--- src/rtl/imdct_norm_pkg.sv ---
// Shared constants and types for IMDCT block normalisation.
// Holds sample width, shift width, default block size and FSM states.
package imdct_norm_pkg;

  localparam int DW    = 32;
  localparam int SHW   = 5;
  localparam int N_DEF = 36;

  typedef enum logic {
    FILL,
    DRAIN
  } state_e;

endpackage

--- src/rtl/imdct_cls32.sv ---
// Count leading sign bits minus one of a 32-bit signed word (0..31).
// Ports: din[31:0] sample in, cls[4:0] redundant sign bit count out.
module imdct_cls32 (
  input  logic [31:0] din,
  output logic [4:0]  cls
);

  logic [30:0] diff;

  // A set bit marks the first position that differs from the sign.
  assign diff = din[30:0] ^ {31{din[31]}};

  always_comb begin
    cls = 5'd31;
    for (int i = 0; i < 31; i++) begin
      if (diff[i]) cls = 5'(30 - i);
    end
  end

endmodule

--- src/rtl/imdct_blk_norm.sv ---
// Block-floating-point normaliser: buffers N samples, finds min headroom,
// replays the block with a common shift. Ports: in_* / out_* valid-ready
// streams, out_shift (barrel shifter ctrl), blk_exp (last block exponent).
module imdct_blk_norm
  import imdct_norm_pkg::*;
#(
  parameter int N  = N_DEF,
  parameter int AW = 6
) (
  input  logic           clk,
  input  logic           rst,
  input  logic           in_valid,
  output logic           in_ready,
  input  logic [DW-1:0]  in_data,
  output logic           out_valid,
  input  logic           out_ready,
  output logic [DW-1:0]  out_data,
  output logic [SHW-1:0] out_shift,
  output logic           out_last,
  output logic [SHW-1:0] blk_exp
);

  state_e         state;
  state_e         state_nx;
  logic [AW-1:0]  wr_cnt;
  logic [AW-1:0]  rd_cnt;
  logic [SHW-1:0] run_min;
  logic [SHW-1:0] min_nx;
  logic [SHW-1:0] cls;
  logic [SHW-1:0] shift_reg;
  logic [DW-1:0]  mem [N];
  logic           wr_en;
  logic           rd_en;
  logic           wr_last;
  logic           rd_last;

  imdct_cls32 u_cls (
    .din (in_data),
    .cls (cls)
  );

  assign wr_en   = in_valid && (state == FILL);
  assign rd_en   = out_ready && (state == DRAIN);
  assign wr_last = (wr_cnt == AW'(N - 1));
  assign rd_last = (rd_cnt == AW'(N - 1));
  assign min_nx  = (cls < run_min) ? cls : run_min;

  assign out_data  = mem[rd_cnt];
  assign out_shift = shift_reg;
  assign out_last  = (state == DRAIN) && rd_last;

  always_comb begin
    state_nx  = state;
    in_ready  = 1'b0;
    out_valid = 1'b0;
    unique case (state)
      FILL: begin
        in_ready = 1'b1;
        if (wr_en && wr_last) state_nx = DRAIN;
      end
      DRAIN: begin
        out_valid = 1'b1;
        if (rd_en && rd_last) state_nx = FILL;
      end
    endcase
  end

  always_ff @(posedge clk) begin
    if (rst) state <= FILL;
    else     state <= state_nx;
  end

  always_ff @(posedge clk) begin
    if (rst) begin
      wr_cnt    <= '0;
      rd_cnt    <= '0;
      run_min   <= 5'd31;
      shift_reg <= '0;
      blk_exp   <= '0;
    end else begin
      if (wr_en) begin
        if (wr_last) begin
          wr_cnt    <= '0;
          run_min   <= 5'd31;
          shift_reg <= min_nx;
          blk_exp   <= min_nx;
        end else begin
          wr_cnt  <= wr_cnt + 1'b1;
          run_min <= min_nx;
        end
      end
      if (rd_en) begin
        if (rd_last) rd_cnt <= '0;
        else         rd_cnt <= rd_cnt + 1'b1;
      end
    end
  end

  // Buffer contents survive reset; only the counters restart.
  always_ff @(posedge clk) begin
    if (wr_en) mem[wr_cnt] <= in_data;
  end

endmodule

--- config.mk ---
export PLATFORM = sky130hd
export DESIGN_NAME = imdct_blk_norm
export DESIGN_NICKNAME = d
export VERILOG_FILES = /design/src/rtl/imdct_norm_pkg.sv /design/src/rtl/imdct_cls32.sv /design/src/rtl/imdct_blk_norm.sv
export SDC_FILE = /design/constraint.sdc
export NUM_CORES = 1
export LEC_CHECK = 0
export CORE_MARGIN = 8
export CORE_UTILIZATION = 56
export DETAILED_ROUTE_END_ITERATION = 6
export PLACE_DENSITY = 0.73
export SLEW_MARGIN = 10
export SYNTH_ARGS = -nofsm -noshare
export SYNTH_HDL_FRONTEND = slang
export SYNTH_SLANG_ARGS = --single-unit
--- constraint.sdc ---
create_clock -name clk -period 3.88 [get_ports clk]
set_input_delay 0.582 -clock clk [delete_from_list [all_inputs] [get_ports clk]]
set_output_delay 0.582 -clock clk [all_outputs]
set_load 0.02 [all_outputs]
==> summary.txt, run 1 <==
Run status
  – Status: finished with violations
  – Failing checks: setup timing

Power and ir drop
  – Pint: 0.0208 W
  – NetSw: 0.00525 W
  – Comb pwr share: 2.8%
  – Clock group share of total power: 43.2%
  – PwrDens: 481 nW/µm²
  – Leakage power total: 16.8 nW
  – Sw Share: 20.1%
  – Seq pwr share: 54.0%
  – Peak VDD IR: 525 µV

Setup path
  – Slowest CP cell: mux4_2
  – Crit path launch type: flop
  – Crit path max-delay family: multiplexers
  – CP Cell Sequence: buf_4 > buf_16 > buf_12 > buf_16 > mux4_2 > mux4_2 > mux2i_1 > o21ai_1 > buf_2
  – CP arrival: 3330 ps
  – Worst setup EP type: output pin
  – Buf/Inv on CP: 5
  – WP data required: 3300 ps
  – Worst Setup Path Type: reg -> out
  – Worst-path fanout max: 9
  – Slowest Stage Delay on Critical Path: 560 ps

Finish
  – Final core occ: 67.3%
  – Layout cells sized above 1: 35.6%
  – P&R area growth vs syn: 18.8%
  – Nets: 2369
  – Most frequent cells in the layout: edfxtp_1, mux4_2, buf_4, clkbuf_16, nand2_1
  – Fin cells: 3486
  – Final Cell Area: 54300 µm²
  – Commonest non-fill, non-tap cell in the layout: edfxtp_1
  – Fillers: 4871

Flow run
  – Max-cap viol count: 0

CTS
  – CTS H-tree lvls: 3
  – Clk pin slew, worst setup/hold paths: 60 ps
  – Clock Tree Buf Depth: 3
  – Count of clock tree sinks: 1181
  – TritonCTS clock tree: done
  – Worst-Skew Late Latency: 680 ps
  – CTS Buf Count: 113
  – Hold buffer count at CTS: 0
  – Root buffer cell: clkbuf_16

Route
  – Total routed wirelength: 121 mm
  – Antenna Violating Nets Remaining: 0
  – Via density: 6.76
  – Drt first pass iters: 6
  – First DRT Iteration DRCs: 3503
  – Vias: 23600
  – # DRC: 0
  – Routed len/inst: 34.7 µm

STA
  – WHS: 495 ps
  – Slew HR: 37.1%
  – Final min period: 3910 ps
  – RSZ-0062 raised after global routing: yes
  – Peak Freq: 256 MHz
  – Hold Fails Final Rpt: 0
  – Tightest Pin Transition: 941 ps
  – Post-route setup slack: -33.5 ps
  – Setup violators final: 2
  – Final Skew: 23.9 ps
  – Max Slew Vio Count: 0
  – Tcrit/Tclk final: 101%

Floorplan
  – Die X: 302 µm
  – Number of top-level pins: 81
  – # rows: 104
  – Core area: 80700 µm²
  – Die Area: 91000 µm²
  – Initial Util: 56.7%
  – Die extent in y: 302 µm

GRT
  – First-pass GRT wire length: 171 mm
  – Initial antenna violation count: 6
  – Global route total overflow: 0
  – GRT Total Usage: 26.7%
  – Vias in the first global route: 24100
  – Largest net degree at the start of global routing: 57

Synth
  – Synth Instances: 2006
  – Async SR Flop Fraction: 0%
  – Commonest register cell after synthesis: edfxtp_1
  – Avg Inst Size Synth: 22.8 µm²
  – Post-Syn Nets: 2048
  – Post-synth EDFFs: 1152
  – Yosys top cell area share: 75.7%
  – Area leader, netlist: edfxtp_1
  – Mapped Area: 45700 µm²
  – Main area contributors after synthesis: edfxtp_1, mux4_2, dfxtp_1
  – Total number of yosys warnings: 0
  – Synth cell types: 60
  – Seq cells post-synth: 1181
  – Seq/Total Area, Yosys: 76.9%

Place
  – Area after DPL: 49800 µm²
  – Routability cong.: 0.845
  – Post-DP HPWL: 63.4 mm
  – Placed cells: 3228
  – # port buffers: 80

Hold path
  – Hold Path Class: reg -> reg
what timing repair did:
item / 4_1_cts / 5_1_grt
endpoints found under the setup margin: 32 / 31
gates cloned: 8 / 0
gates resized for setup: 134 / 48
setup buffers: 25 / 13
pin swaps: 0 / 1
worst reg2reg max path, stage by stage (launching register included):
cell	delay, ps
dfxtp_1	350
inv_1	110
nand2_1	120
nor2_1	240
nand3_1	590
nor2_4	960
buf_12	270
through the flow:
stage,setup TNS (ps),total power [W],worst slack [ps]
global placement,-1040,0.0150,-179
floorplan,0,0.0146,236
global route,-538,0.0267,-75.9
finish,-55.8,0.0261,-33.5
CTS,-190,0.0262,-63.4
detailed placement,-2580,0.0151,-337
sequential cells by signal, summed over array words and instances, names as in the netlist, named ones only:
register / count
state: 1
wr_cnt: 6
rd_cnt: 6
run_min: 5
mem: 1152
out_shift: 5
synth_stat cells, types with 13 or more instances:
cell type,instances
edfxtp_1,1152
mux4_2,352
nand2_1,66
nor2_1,62
clkbuf_1,54
o21ai_1,35
mux2i_1,34
dfxtp_1,29
buf_2,26
nand3_1,18
buf_1,17
inv_1,13
power by group through the flow:
stage | Combinational [W] | Sequential [W] | Clock (W)
2_1_floorplan | 0.000218 | 0.0144 | 0
3_3_place_gp | 0.000688 | 0.0143 | 0
3_5_place_dp | 0.000714 | 0.0144 | 0
4_1_cts | 0.000711 | 0.0141 | 0.0114
5_1_grt | 0.000761 | 0.0141 | 0.0119
6_report | 0.000731 | 0.0141 | 0.0113
metal layers:
metal	vias to the layer above	track usage [%]	share of wire [%]
met5	-	0	0.022
met4	4	11.1	4.3
met3	331	7.92	13
met2	1737	41.6	48
met1	12300	35.6	35
li1	9204	-	-
area by class of cell:
| class | instances | area [µm²] | area share (%) |
|---|---|---|---|
| sequential | 1181 | 35200 | 64.8 |
| antenna | 2 | 5.00 | 0.00921 |
| clock inverter | 80 | 810 | 1.49 |
| timing repair buffer | 308 | 3450 | 6.35 |
| multi-input combinational | 710 | 10500 | 19.3 |
| inverter | 13 | 48.8 | 0.0898 |
| tap | 1060 | 1330 | 2.44 |
| clock buffer | 132 | 3010 | 5.55 |
final timing paths:
check,slack [ps],from,endpoint,depth (start not counted)
max reg2reg,960,state$_SDFF_PP0_,mem[30][24]$_DFFE_PP_,6
max,-30,flop,out_data[18],9
min reg2reg,490,rd_cnt[1]$_SDFFE_PP0P_,flop,2
min,490,rd_cnt[1]$_SDFFE_PP0P_,flop,2
cells by family (layout without fill, tap and decap cells):
kind of cell	after synthesis	in the layout	share of synthesized area, %
fa+ha+maj	6	6	0.164
compound gates	93	93	1.30
flops	1181	1181	76.9
mux	387	387	18.1
simple gates	216	216	2.26
other cells	0	2	0
buf+inv	115	533	1.06
xor+xnor	8	8	0.153
No activity file was read; power rests on OpenSTA's default activity.
==> run 2, diff against run 1 <==
- SYNTH_HIERARCHICAL: default -> 1
==> run 2 against run 1 <==
  * Total power fell by 4.2%
  * Design area rose by 0.92%
  * Sequential share of layout area fell by 0.60 points
  * Highest routed layer is now met4
  * The run still ends with setup timing left
  * Critical endpoint is now out_data[7]
  * Core utilization fell by 1.6 points
  * Sequential power barely moved
  * Area after synthesis rose by 2.9%
==> summary.txt, run 2 <==
Synth
  – Synth Area in Simple Gates: 2.06%
  – Synth cell types: 67
  – Most frequent cells after synthesis: edfxtp_1, mux2i_1, a22oi_1, a21oi_1, nor2_1
  – Total number of yosys warnings: 6
  – Commonest register cell after synthesis: edfxtp_1
  – Mapped Area: 47000 µm²
  – Async SR Flop Fraction: 0%
  – Avg Inst Size Synth: 18.2 µm²
  – Area leader, netlist: edfxtp_1
  – Count leader, synth: edfxtp_1
  – Post-synth EDFFs: 1152
  – Seq/Total Area, Yosys: 74.8%
  – Seq cells post-synth: 1181
  – Mux contribution to synthesized area: 12.5%
  – Main combinational cell family by area after synthesis: multiplexers
  – Synth Area in Compound Gates: 8.27%
  – Post-Synth Adder-Cell Area: 0.160%
  – Post-Syn Nets: 2624
  – Main area contributors after synthesis: edfxtp_1, mux2i_1, a22oi_1
  – Xor-xnor portion of the synthesized cell area: 0.112%
  – Synth Instances: 2582
  – Yosys top cell area share: 73.6%

Run status
  – Failing checks: setup timing
  – Status: finished with violations

GRT
  – Initial antenna violation count: 1
  – Most Crowded Layer GR: met2
  – Met3 usage: 4.38%
  – M2 GR Usage: 41.4%
  – Largest net degree at the start of global routing: 49
  – First-pass GRT wire length: 178 mm
  – GRT Total Usage: 25.8%
  – Grt met1 use: 34.9%
  – Global route total overflow: 0
  – Vias in the first global route: 26600

Power and ir drop
  – Seq pwr share: 56.3%
  – Clock group share of total power: 41.1%
  – PwrDens: 456 nW/µm²
  – NetSw: 0.00502 W
  – Comb pwr share: 2.7%
  – Pint: 0.0200 W
  – Sw Share: 20.1%
  – Leakage power total: 16.7 nW
  – Peak VDD IR: 622 µV

Floorplan
  – # rows: 106
  – Die X: 306 µm
  – Die extent in y: 306 µm
  – Core area: 83400 µm²
  – Initial Util: 56.4%
  – Die Area: 93500 µm²
  – Number of top-level pins: 81

Setup path
  – Slowest Stage Delay on Critical Path: 730 ps
  – FF-to-FF path depth: 6
  – CP arrival: 3320 ps
  – WP data required: 3300 ps
  – Worst-path fanout max: 24
  – Buf/Inv on CP: 3
  – Slowest CP cell: o41ai_4
  – Crit path max-delay family: compound AO/OA/AOI/OAI gates
  – Worst Setup Path Type: reg -> out
  – Most frequent CP cell: buf_12
  – Stages on worst setup path: 8
  – Worst setup EP type: output pin
  – Crit path launch type: flop
  – CP Cell Sequence: buf_12 > buf_12 > mux2i_1 > a22o_1 > a221oi_2 > o22ai_2 > o41ai_4 > buf_4

STA
  – Tcrit/Tclk final: 100%
  – Post-route setup slack: -17.8 ps
  – Final min period: 3900 ps
  – Slew HR: 34.5%
  – Hold Fails Final Rpt: 0
  – Peak Freq: 257 MHz
  – Tightest Pin Transition: 983 ps
  – RSZ-0062 raised after global routing: yes
  – Max Slew Vio Count: 0
  – Final Skew: 28.8 ps
  – Setup violators final: 1

Route
  – First DRT Iteration DRCs: 3119
  – Via density: 6.60
  – Vias: 26600
  – Antenna Violating Nets Remaining: 0
  – # DRC: 0
  – Total routed wirelength: 125 mm
  – Drt first pass iters: 5
  – Routed len/inst: 31.0 µm

Place
  – # port buffers: 80
  – Placed cells: 3808
  – Post-DP HPWL: 72.6 mm
  – Routability cong.: 0.848

Finish
  – Commonest non-fill, non-tap cell in the layout: edfxtp_1
  – Most frequent cells in the layout: edfxtp_1, mux2i_1, buf_4, a22oi_1, clkbuf_16
  – Ant diodes: 0
  – Layout cells sized above 1: 19.6%
  – P&R area growth vs syn: 16.5%
  – Final core occ: 65.7%
  – Fin cells: 4026
  – Fillers: 5350
  – Nets: 2900
  – Regs by FF count: mem x1152, rd_cnt x6, wr_cnt x6
  – Most flops, register: mem
  – Max reg flops: 1152

CTS
  – Count of clock tree sinks: 1181
  – CTS H-tree lvls: 3
  – Clock Tree Buf Depth: 3
  – TritonCTS clock tree: done
  – Root buffer cell: clkbuf_16
  – CTS Buf Count: 109
  – Clk pin slew, worst setup/hold paths: 60 ps
  – Worst-Skew Late Latency: 690 ps

Hold path
  – Hold depth: 1
  – Hold Path Class: reg -> reg

Flow run
  – Max-cap viol count: 0
-- run 2: changes by cell type after synthesis, moves of 26 or more --
cell / before / now
o21ai_1: 35 / 1
o22ai_1: 5 / 37
o41ai_2: 0 / 32
a22oi_1: 0 / 128
a221oi_1: 1 / 27
mux4_2: 352 / 32
a21oi_1: 10 / 80
a221oi_2: 0 / 38
mux2i_1: 34 / 517
a22o_1: 0 / 68
-- run 2: layer usage --
metal	up-vias	share of wire, %
li1	11100	-
met1	13700	39
met2	1509	48
met3	284	9.0
met4	0	4.5
met5	-	0
-- run 2: cells by family after synthesis --
kind of cell / Yosys count
XOR/XNOR: 6
AND/OR/NAND/NOR: 208
multiplexers: 549
AO/OA/AOI/OAI: 461
flip-flops: 1181
buffers and inverters: 171
adder cells (fa/ha/maj): 6
-- run 2: final timing paths --
path / startpoint / end / slack, ps
worst max register to register: state$_SDFF_PP0_ / mem[7][27]$_DFFE_PP_ / 1180
worst min register to register: run_min[0]$_SDFFE_PP1P_ / run_min[0]$_SDFFE_PP1P_ / 500
worst max-delay path: flop / out_data[7] / -20
worst min-delay path: run_min[0]$_SDFFE_PP1P_ / run_min[0]$_SDFFE_PP1P_ / 500
-- run 2: worst register-to-register path, delay by kind of cell (launching register included) --
kind	cells	cell delay (ps)
simple gates	4	1520
buf+inv	2	500
flops	1	370
-- run 2: cell type report --
type / count / area [µm²] / share of cell area (%)
Inverter: 13 / 48.8 / 0.0890
Clock buffer: 142 / 2890 / 5.28
Timing Repair Buffer: 322 / 3470 / 6.33
Tap cell: 1080 / 1350 / 2.47
Clock inverter: 57 / 517 / 0.943
Sequential cell: 1181 / 35200 / 64.2
Multi-Input combinational cell: 1231 / 11300 / 20.7
-- run 2: what timing repair did --
| item | 4_1_cts | 5_1_grt |
|---|---|---|
| pin swaps | 11 | 4 |
| setup buffers | 5 | 8 |
| cloned | 3 | 3 |
| endpoints found under the setup margin | 31 | 22 |
| hold buffers | 0 | 0 |
| gates resized for setup | 74 | 20 |
-- run 2: stage by stage --
| step | TNS, ps | hold slack (ps) | cell area, µm² | setup slack, ps | power (W) |
|---|---|---|---|---|---|
| after floorplan | 0 | 458 | 47000 | 946 | 0.0145 |
| after global placement | -2830 | 478 | 50900 | -347 | 0.0150 |
| after detailed placement | -3070 | 483 | 50900 | -345 | 0.0150 |
| after CTS | -260 | 496 | 54600 | -67.3 | 0.0251 |
| after global routing | -12.4 | 519 | 54800 | -6.90 | 0.0256 |
| final | -17.8 | 505 | 54800 | -17.8 | 0.0250 |
-- run 2: power groups by stage --
stage / clock (W) / combinational (W) / sequential, W
5_1_grt: 0.0108 / 0.000700 / 0.0141
3_3_place_gp: 0 / 0.000632 / 0.0143
6_report: 0.0103 / 0.000671 / 0.0141
3_5_place_dp: 0 / 0.000655 / 0.0143
2_1_floorplan: 0 / 0.000194 / 0.0143
4_1_cts: 0.0103 / 0.000661 / 0.0141
